File: src/rtl/pbc_pkg.sv
// Shared types and constants for the parity bit checker (pbc) front end.
package pbc_pkg;

  typedef enum logic [2:0] {
    IDLE   = 3'd0,
    START  = 3'd1,
    DATA   = 3'd2,
    PARITY = 3'd3,
    STOP   = 3'd4
  } rx_state_e;

  localparam int NUM_DATA_BITS    = 4;
  localparam int DEF_CLKS_PER_BIT = 16;

  // Parity bit that makes the 4 data bits plus parity even.
  function automatic logic even_parity(input logic [NUM_DATA_BITS-1:0] v);
    return ^v;
  endfunction

endpackage

File: src/rtl/pbc_serial_rx_if.sv
// Serial line in, parallel parity word out, between pbc_serial_rx and pbc.
interface pbc_serial_rx_if;
  import pbc_pkg::*;

  // frame_valid is a one-cycle strobe with no ready: the consumer must take
  // a,b,c,d,p,frame_err in the strobe cycle or later (they hold until the next
  // frame); there is no backpressure toward the serial line.
  logic      rxd;
  logic      a;
  logic      b;
  logic      c;
  logic      d;
  logic      p;
  logic      frame_valid;
  logic      frame_err;
  logic      busy;
  rx_state_e state;

  modport master (
    input  rxd,
    output a, b, c, d, p, frame_valid, frame_err, busy, state
  );

  modport slave (
    output rxd,
    input  a, b, c, d, p, frame_valid, frame_err, busy, state
  );

endinterface

File: src/rtl/pbc_sync2.sv
// Two-flop synchronizer for an asynchronous single-bit input.
module pbc_sync2 #(
  parameter logic RST_VAL = 1'b0
) (
  input  logic clk,
  input  logic rst_n,
  input  logic d,
  output logic q
);

  logic meta;

  always_ff @(posedge clk or negedge rst_n) begin
    if (!rst_n) begin
      meta <= RST_VAL;
      q    <= RST_VAL;
    end else begin
      meta <= d;
      q    <= meta;
    end
  end

endmodule

File: src/rtl/pbc_serial_rx.sv
// Serial frame receiver: start, 4 data, parity, stop -> registered a,b,c,d,p.
module pbc_serial_rx
  import pbc_pkg::*;
#(
  parameter int CLKS_PER_BIT = DEF_CLKS_PER_BIT,
  parameter int CNT_W        = 8
) (
  input logic              clk,
  input logic              rst_n,
  pbc_serial_rx_if.master  rx
);

  localparam int IDX_W = $clog2(NUM_DATA_BITS);
  localparam logic [CNT_W-1:0] HALF_LAST = CNT_W'(CLKS_PER_BIT / 2 - 1);
  localparam logic [CNT_W-1:0] FULL_LAST = CNT_W'(CLKS_PER_BIT - 1);
  localparam logic [IDX_W-1:0] LAST_IDX  = IDX_W'(NUM_DATA_BITS - 1);

  logic rxd_s;
  logic rxd_prev;

  rx_state_e                  state_q, state_d;
  logic [CNT_W-1:0]           cnt_q, cnt_d;
  logic [IDX_W-1:0]           bit_idx_q, bit_idx_d;
  logic [NUM_DATA_BITS-1:0]   shift_q, shift_d;
  logic                       p_shadow_q, p_shadow_d;
  logic [NUM_DATA_BITS-1:0]   data_q, data_d;
  logic                       p_q, p_d;
  logic                       err_q, err_d;
  logic                       valid_q, valid_d;

  // Reset value 1 keeps the idle line from looking like a start edge.
  pbc_sync2 #(.RST_VAL(1'b1)) u_sync (
    .clk   (clk),
    .rst_n (rst_n),
    .d     (rx.rxd),
    .q     (rxd_s)
  );

  always_ff @(posedge clk or negedge rst_n) begin
    if (!rst_n) begin
      state_q    <= IDLE;
      cnt_q      <= '0;
      bit_idx_q  <= '0;
      shift_q    <= '0;
      p_shadow_q <= 1'b0;
      data_q     <= '0;
      p_q        <= 1'b0;
      err_q      <= 1'b0;
      valid_q    <= 1'b0;
      rxd_prev   <= 1'b1;
    end else begin
      state_q    <= state_d;
      cnt_q      <= cnt_d;
      bit_idx_q  <= bit_idx_d;
      shift_q    <= shift_d;
      p_shadow_q <= p_shadow_d;
      data_q     <= data_d;
      p_q        <= p_d;
      err_q      <= err_d;
      valid_q    <= valid_d;
      rxd_prev   <= rxd_s;
    end
  end

  always_comb begin
    state_d    = state_q;
    cnt_d      = cnt_q;
    bit_idx_d  = bit_idx_q;
    shift_d    = shift_q;
    p_shadow_d = p_shadow_q;
    data_d     = data_q;
    p_d        = p_q;
    err_d      = err_q;
    valid_d    = 1'b0;
    case (state_q)
      IDLE: begin
        if (rxd_prev && !rxd_s) begin
          state_d = START;
          cnt_d   = '0;
        end
      end
      START: begin
        if (cnt_q == HALF_LAST) begin
          cnt_d     = '0;
          bit_idx_d = '0;
          state_d   = rxd_s ? IDLE : DATA;
        end else begin
          cnt_d = cnt_q + CNT_W'(1);
        end
      end
      DATA: begin
        if (cnt_q == FULL_LAST) begin
          cnt_d              = '0;
          shift_d[bit_idx_q] = rxd_s;
          bit_idx_d          = bit_idx_q + IDX_W'(1);
          if (bit_idx_q == LAST_IDX) state_d = PARITY;
        end else begin
          cnt_d = cnt_q + CNT_W'(1);
        end
      end
      PARITY: begin
        if (cnt_q == FULL_LAST) begin
          cnt_d      = '0;
          p_shadow_d = rxd_s;
          state_d    = STOP;
        end else begin
          cnt_d = cnt_q + CNT_W'(1);
        end
      end
      STOP: begin
        // Outputs move only here, so pbc never sees a partial word.
        if (cnt_q == FULL_LAST) begin
          cnt_d   = '0;
          data_d  = shift_q;
          p_d     = p_shadow_q;
          err_d   = ~rxd_s;
          valid_d = 1'b1;
          state_d = IDLE;
        end else begin
          cnt_d = cnt_q + CNT_W'(1);
        end
      end
      default: state_d = IDLE;
    endcase
  end

  assign rx.a           = data_q[0];
  assign rx.b           = data_q[1];
  assign rx.c           = data_q[2];
  assign rx.d           = data_q[3];
  assign rx.p           = p_q;
  assign rx.frame_err   = err_q;
  assign rx.frame_valid = valid_q;
  assign rx.busy        = (state_q != IDLE);
  assign rx.state       = state_q;

endmodule
File: src/flat_wrapper.sv
// flat-port wrapper written by rule: the top's interface ports become plain ports
module pbc_serial_rx_flat import pbc_pkg::*;
#(
  parameter int CLKS_PER_BIT = DEF_CLKS_PER_BIT,
  parameter int CNT_W        = 8
)
  (clk, rst_n, rx_rxd, rx_a, rx_b, rx_c, rx_d, rx_p, rx_frame_valid, rx_frame_err, rx_busy, rx_state);
  pbc_serial_rx_if rx_i ();
  input logic clk;
  input logic rst_n;
  input wire logic [$bits(rx_i.rxd)-1:0] rx_rxd;
  output wire logic [$bits(rx_i.a)-1:0] rx_a;
  output wire logic [$bits(rx_i.b)-1:0] rx_b;
  output wire logic [$bits(rx_i.c)-1:0] rx_c;
  output wire logic [$bits(rx_i.d)-1:0] rx_d;
  output wire logic [$bits(rx_i.p)-1:0] rx_p;
  output wire logic [$bits(rx_i.frame_valid)-1:0] rx_frame_valid;
  output wire logic [$bits(rx_i.frame_err)-1:0] rx_frame_err;
  output wire logic [$bits(rx_i.busy)-1:0] rx_busy;
  output wire logic [$bits(rx_i.state)-1:0] rx_state;
  assign rx_i.rxd = rx_rxd;
  assign rx_a = rx_i.a;
  assign rx_b = rx_i.b;
  assign rx_c = rx_i.c;
  assign rx_d = rx_i.d;
  assign rx_p = rx_i.p;
  assign rx_frame_valid = rx_i.frame_valid;
  assign rx_frame_err = rx_i.frame_err;
  assign rx_busy = rx_i.busy;
  assign rx_state = rx_i.state;
  pbc_serial_rx #(.CLKS_PER_BIT(CLKS_PER_BIT), .CNT_W(CNT_W)) u_core (.clk(clk), .rst_n(rst_n), .rx(rx_i));
endmodule
File: config.mk
export PLATFORM = sky130hd
export DESIGN_NAME = pbc_serial_rx_flat
export DESIGN_NICKNAME = d
export VERILOG_FILES = /design/src/rtl/pbc_pkg.sv /design/src/rtl/pbc_serial_rx_if.sv /design/src/rtl/pbc_sync2.sv /design/src/rtl/pbc_serial_rx.sv /design/src/flat_wrapper.sv
export SDC_FILE = /design/constraint.sdc
export NUM_CORES = 1
export LEC_CHECK = 0
export ABC_AREA = 1
export CAP_MARGIN = 15
export CORE_ASPECT_RATIO = 1.75
export CORE_MARGIN = 2
export CORE_UTILIZATION = 55
export CTS_CLUSTER_SIZE = 14
export DETAILED_ROUTE_END_ITERATION = 8
export PLACE_DENSITY_LB_ADDON = 0.3
export SLEW_MARGIN = 30
export SYNTH_ARGS = -nofsm -noshare
export SYNTH_HDL_FRONTEND = slang
export SYNTH_SLANG_ARGS = --single-unit
File: constraint.sdc
create_clock -name clk -period 1.7 [get_ports clk]
set_input_delay 0.17 -clock clk [delete_from_list [all_inputs] [get_ports clk]]
set_output_delay 0.17 -clock clk [all_outputs]
set_load 0.05 [all_outputs]
* Word level (Yosys, flattened, before mapping) *
Cells that the tools add are included.

storage, ports and cells
  memory bits (writable) = 0
  memories = 0
  register bits after elaboration = 28
  output and inout port bits = 11
  bits of input ports = 3
  memory bits (read-only) = 0
  word-level logic and storage cells = 64
  bits in latches = 0

cells by class
  magnitude comparators = 2
  shift operators = 0
  equality and inequality tests = 13
  reduce and logical (&&, ||, !) cells = 14
  add/sub/neg operators = 2
  $mul = 0
  divide/modulo/power cells = 0
  multiplexer cells = 20
  bitwise gates (word level) = 1

operator list
  kind                                                                      count
  8-bit 2-to-1 mux                                                          3
  8-bit one-hot mux with 3 select lines                                     1
  3-bit 2-to-1 mux                                                          6
  3-bit one-hot mux with 5 select lines                                     1
  2-bit by 1-bit inequality test with 1-bit output (second input constant)  6
  8-bit by 1-bit adder with 8-bit output (second input constant)            1
  8-bit by 3-bit equality test with 1-bit output (second input constant)    1
  8-bit by 4-bit equality test with 1-bit output (second input constant)    1
  2-bit AND reduction                                                       4
  3-bit by 2-bit equality test with 1-bit output (second input constant)    2
  2-bit 2-to-1 mux                                                          3
  6-bit AND reduction                                                       1
  3-bit nonzero test                                                        2
  4-bit bitwise mux                                                         1
  2-bit one-hot mux with 2 select lines                                     1
  3-bit by 1-bit equality test with 1-bit output (second input constant)    1
  3-bit equality test (second input constant)                               1
  3-bit logical NOT                                                         1
  2-bit by 3-bit < comparator with 1-bit output (second input constant)     1
  1-bit 2-to-1 mux                                                          3
  3-bit AND reduction                                                       1
  3-bit OR reduction                                                        1
  2-bit by 1-bit adder with 2-bit output (second input constant)            1
  1-bit demux with 2-bit select                                             1
  other kinds (6)                                                           7

* Longest topological paths before layout *
  depth after elaboration = 5
  mapped depth = 9
  mapped depth without buffers = 9

* Cells and area by module *
Synthesis repeated with hierarchy kept, for this count alone.

unflattened totals
  cells, all modules = 160
  area total of the unflattened synthesis = 1,400.1 um2

modules (own cells, without submodules)
  module         area an instance (um2)  instances  cells each
  pbc_serial_rx  1,347.5                 1          158
  pbc_sync2      52.6                    1          2

* Worst setup path before layout *
Ideal clock, no wire load.

  path kind = reg-to-reg
  start = reg u_core.state_q[2], in the netlist u_core.rx.state[2]
  end = reg u_core.cnt_q[2]
  arrival time = 1.466 ns
  setup time = 0.122 ns
  period minus slack after synthesis = 1.588 ns
  path slack = 0.112 ns
  cell stages (with the launch flop) = 5
  buffers on the path = 0
  cells stage by stage = dfrtp_1 -> nor2_2 -> nand2_1 -> a21oi_1 -> a21oi_1

on the way
  word-level cells in the longest chain between the ends = 4

RTL lines
  item                                                                                   line                 text
  start, declared                                                                        pbc_serial_rx.sv:21  rx_state_e state_q, state_d;
  start signal, assigned                                                                 pbc_serial_rx.sv:52  state_q <= state_d;
  3-bit by 2-bit equality test with 1-bit output or 3-bit equality test (tied branches)  pbc_serial_rx.sv:75  case (state_q)
  3-bit OR reduction (no source line)                                                    -
  3-bit nonzero test (no source line)                                                    -
  2-bit AND reduction (no source line)                                                   -
  end signal, assigned                                                                   pbc_serial_rx.sv:53  cnt_q <= cnt_d;
  end, declared                                                                          pbc_serial_rx.sv:22  logic [CNT_W-1:0] cnt_q, cnt_d;

Several ways; a longest one is shown, not always the timed one.
A chain may end at the register's enable or synchronous reset.

* Worst setup path after layout *
  start = reg u_core.data_q[1]
  end = out rx_b

RTL lines
  item                    line                 text
  start, declared         pbc_serial_rx.sv:26  logic [NUM_DATA_BITS-1:0] data_q, data_d;
  start signal, assigned  pbc_serial_rx.sv:57  data_q <= data_d;
  end, declared           flat_wrapper.sv:13   output wire logic [$bits(rx_i.b)-1:0] rx_b;

No word-level cell between the ends.

==> results.md <==
- Starting DRT DRC Count: 23
- Synthesized-area fraction occupied by and/or/nand/nor cells: 33.7%
- Register bit total from synthesis: 28
- Worst-case vdd ir drop: 0.000914 V
- Filler instances: 214
- Maximum level of the CTS H-tree: 1
- Cell at the root of the clock tree: clkbuf_8
- XOR/XNOR Fraction of Synth Area: 0%
- Worst hold slack across all endpoints: 0.256 ns
- Endpoint required time on the critical path: 1.53 ns
- Number of design rule violations left after detail routing: 0
- Complex-gate fraction of the synthesized area: 7.01%
- Power Internal: 1.32 mW
- Worst Path Max Fanout: 2
- Clock-pin transition on the worst setup and hold timing paths: 0.10 ns
- Via count of the first global-routing pass: 1,310
- Average wire length per cell after detail routing: 13.7 um
- Avg Inst Size Synth: 8.21 um^2
- Final number of hold-violating endpoints: 0
- Fraction of registers with async set or reset after synthesis: 100%
- Static leakage power: 0.819 nW
- Post-placement setup slack: 0.205 ns
- Post-synthesis mux area share: 0%
- Post-route cell area: 1680 um^2
- Chip width: 42.8 um
- Cell types with the highest counts after synthesis: nand2_1, dfrtp_1, inv_1
- Floorplan Core Area: 2490 um^2
- Switching share of power: 40.6%
- Input/output buffers: 13
- Clock tree from TritonCTS: done
- YS warnings: 0
- FP Rows: 24
- Clock share of power: 23.3%
- Setup repair after global routing missed its margin: no
- TritonCTS buffer count: 3
- WP buf/inv: 1
- Register area: 704 um^2
- Number of maximum-capacitance violations: 0
- Total of cells resized after clock tree synthesis: 0
- Core Util, Final: 67.6%
- Proportion of synthesized chip area in sequential cells: 48.7%
- Total vias in the final route: 1,202
- Clock buffer depth: 2
- Dpl cell area: 1610 um^2
- Number of routed nets with antenna violations: 0
- Final GP Congestion: 0.876
- Clock sink total: 28
- Yosys top cell area share: 43.3%
- Number of iterations in the first detailed-routing pass: 4
- Overall power of the completed layout: 2.23 mW
- Initial Utilization: 58.0%
- Placed instance count: 215
- Cell type of the slowest stage on the worst timing path: clkdlybuf4s50_1
- Ports placed on the boundary: 14
- WL final: 2990 um
- Minimum clock period after layout: 1.62 ns
- Overflow left after global routing: 0
- Series of cell instances along the critical path: clkdlybuf4s50_1
- Hold buffer count at cts: 0
- Adder-cell share of the synthesized area: 4.33%
- Final Setup Violations: 0
- Predominant post-synthesis flop cell: dfrtp_1
- Share of post-route cells with drive strength above 1: 15.5%
- Outcome: finished clean
- Total global routing track utilization: 23.0%
- Total nets after synthesis: 184
- Leading cell type by number of instances after synthesis: nand2_1
- DIE HEIGHT: 71.8 um
- Netlist Area Pre-Place: 1450 um^2
- Class of the most critical setup path: reg2out
- Top cells by area, synth: dfrtp_1, nand2_1, dfstp_2
- Total negative setup slack: 0 ns
- Sequential cell fraction of total power: 38.3%
- Count of flip-flops with a built-in enable after synthesis: 0
- Category of cells accounting for the largest share of critical-path delay: buffers and inverters
- Max-slew headroom: 66.5%
- Area of the multi-input gates: 651 um^2
- Worst path max stage delay: 0.80 ns
- Kind of end point of the critical path: output port
- Total Nets Final: 202
- Psw: 904 uW
- Maximum clock frequency: 619 MHz
- Area Overhead vs Synth: 16.5%
- Largest net degree at the start of global routing: 29
- Initial antenna violation count: 0
- Cell count after synthesis: 176
- Via density per instance: 5.49
- PD cells: 1320 nW/um^2
- Buffers inserted by post-CTS timing repair: 0
- Combinational family with the most area after synthesis: simple AND/OR/NAND/NOR gates
- Critical Path Start Type: flop
- Final setup margin: 0.0838 ns
- Final Slew Violations: 0
- Worst skew pair latency: 0.28 ns
- Total Die Area: 3070 um^2
- Pin slew with the least headroom to its limit: 0.501 ns
- Clock Skew: 0.00820 ns
- Detailed Place HPWL: 2360 um
- Unique masters post-synth: 22
- Count of placed standard cells in the final layout, fillers left out: 219
- Portion of the clock cycle consumed by the worst path in the final layout: 95.1%
- Cell type with the largest total area after synthesis: dfrtp_1
- Crit path arrival time: 1.45 ns
- Global-route wire length before repair: 5380 um
- Inserted Diodes: 0
- Kind of path behind the tightest hold check: in2async
- Logic pwr share: 38.3%
[power groups by stage]
| stage | logic (mW) | clock network (mW) | registers, mW |
|---|---|---|---|
| final | 0.853 | 0.519 | 0.853 |
| after global routing | 0.928 | 0.547 | 0.864 |
| after CTS | 0.852 | 0.525 | 0.851 |
| after detailed placement | 0.846 | 0 | 0.863 |
| after global placement | 0.819 | 0 | 0.857 |
| after floorplan | 0.526 | 0 | 0.913 |
[state kept, by name, summed over array words and instances, names as in the netlist]
name / count
u_core.data_q: 4
u_core.rx.frame_err: 1
u_core.p_shadow_q: 1
u_core.rx.p: 1
u_core.rxd_prev: 1
u_core.u_sync.meta: 1
u_core.rx.frame_valid: 1
u_core.shift_q: 4
u_core.bit_idx_q: 2
u_core.u_sync.q: 1
u_core.cnt_q: 8
u_core.rx.state: 3
[final timing paths]
kind / cells after the start / startpoint / to / slack (ns)
worst max-delay path: 1 / u_core.data_q[1] / rx_b / 0.08
min in group clk: 1 / rx_rxd / u_core.u_sync.meta / 0.30
max in group asynchronous: 2 / rst_n / u_core.u_sync.meta / 1.14
worst min-delay path: 2 / rst_n / u_core.shift_q[3] / 0.26
worst max register to register: 8 / u_core.cnt_q[0] / u_core.shift_q[0] / 0.17
worst min register to register: 0 / u_core.u_sync.meta / u_core.u_sync.q / 0.36
[layout make-up]
class                   instances  share of cell area (%)
flip-flops and latches         28                    41.8
inverters                      21                    5.05
repair buffers                 14                    8.32
multi-input cells             126                    38.6
well taps                      26                    1.93
clock buffers                   3                    2.45
clock inverters                 1                    1.78
[cell usage in the layout (no fill, tap or decap), drive strengths merged, types with 2 or more instances in the layout]
cell,Yosys,final
a21oi,2,2
buf,1,5
clkbuf,0,3
clkdlybuf4s50,0,9
clkinv,2,2
dfrtp,25,25
dfstp,3,3
ha,5,5
inv,19,19
nand2,68,68
nand3,15,15
nand4,6,6
nor2,13,13
o21ai,16,16
[routing by layer]
layer	up-vias	track usage [%]	wire, um
li1	590	-	-
met1	562	21.9	1030
met2	32	43.8	1730
met3	18	3.27	96
met4	0	14.2	140
met5	-	0	0
[cells by family after synthesis]
logic type               after synthesis
buffers and inverters                 22
AND/OR/NAND/NOR                      102
adder cells (fa/ha/maj)                5
AO/OA/AOI/OAI                         19
flip-flops                            28
Power figures use the tool's default switching activity.
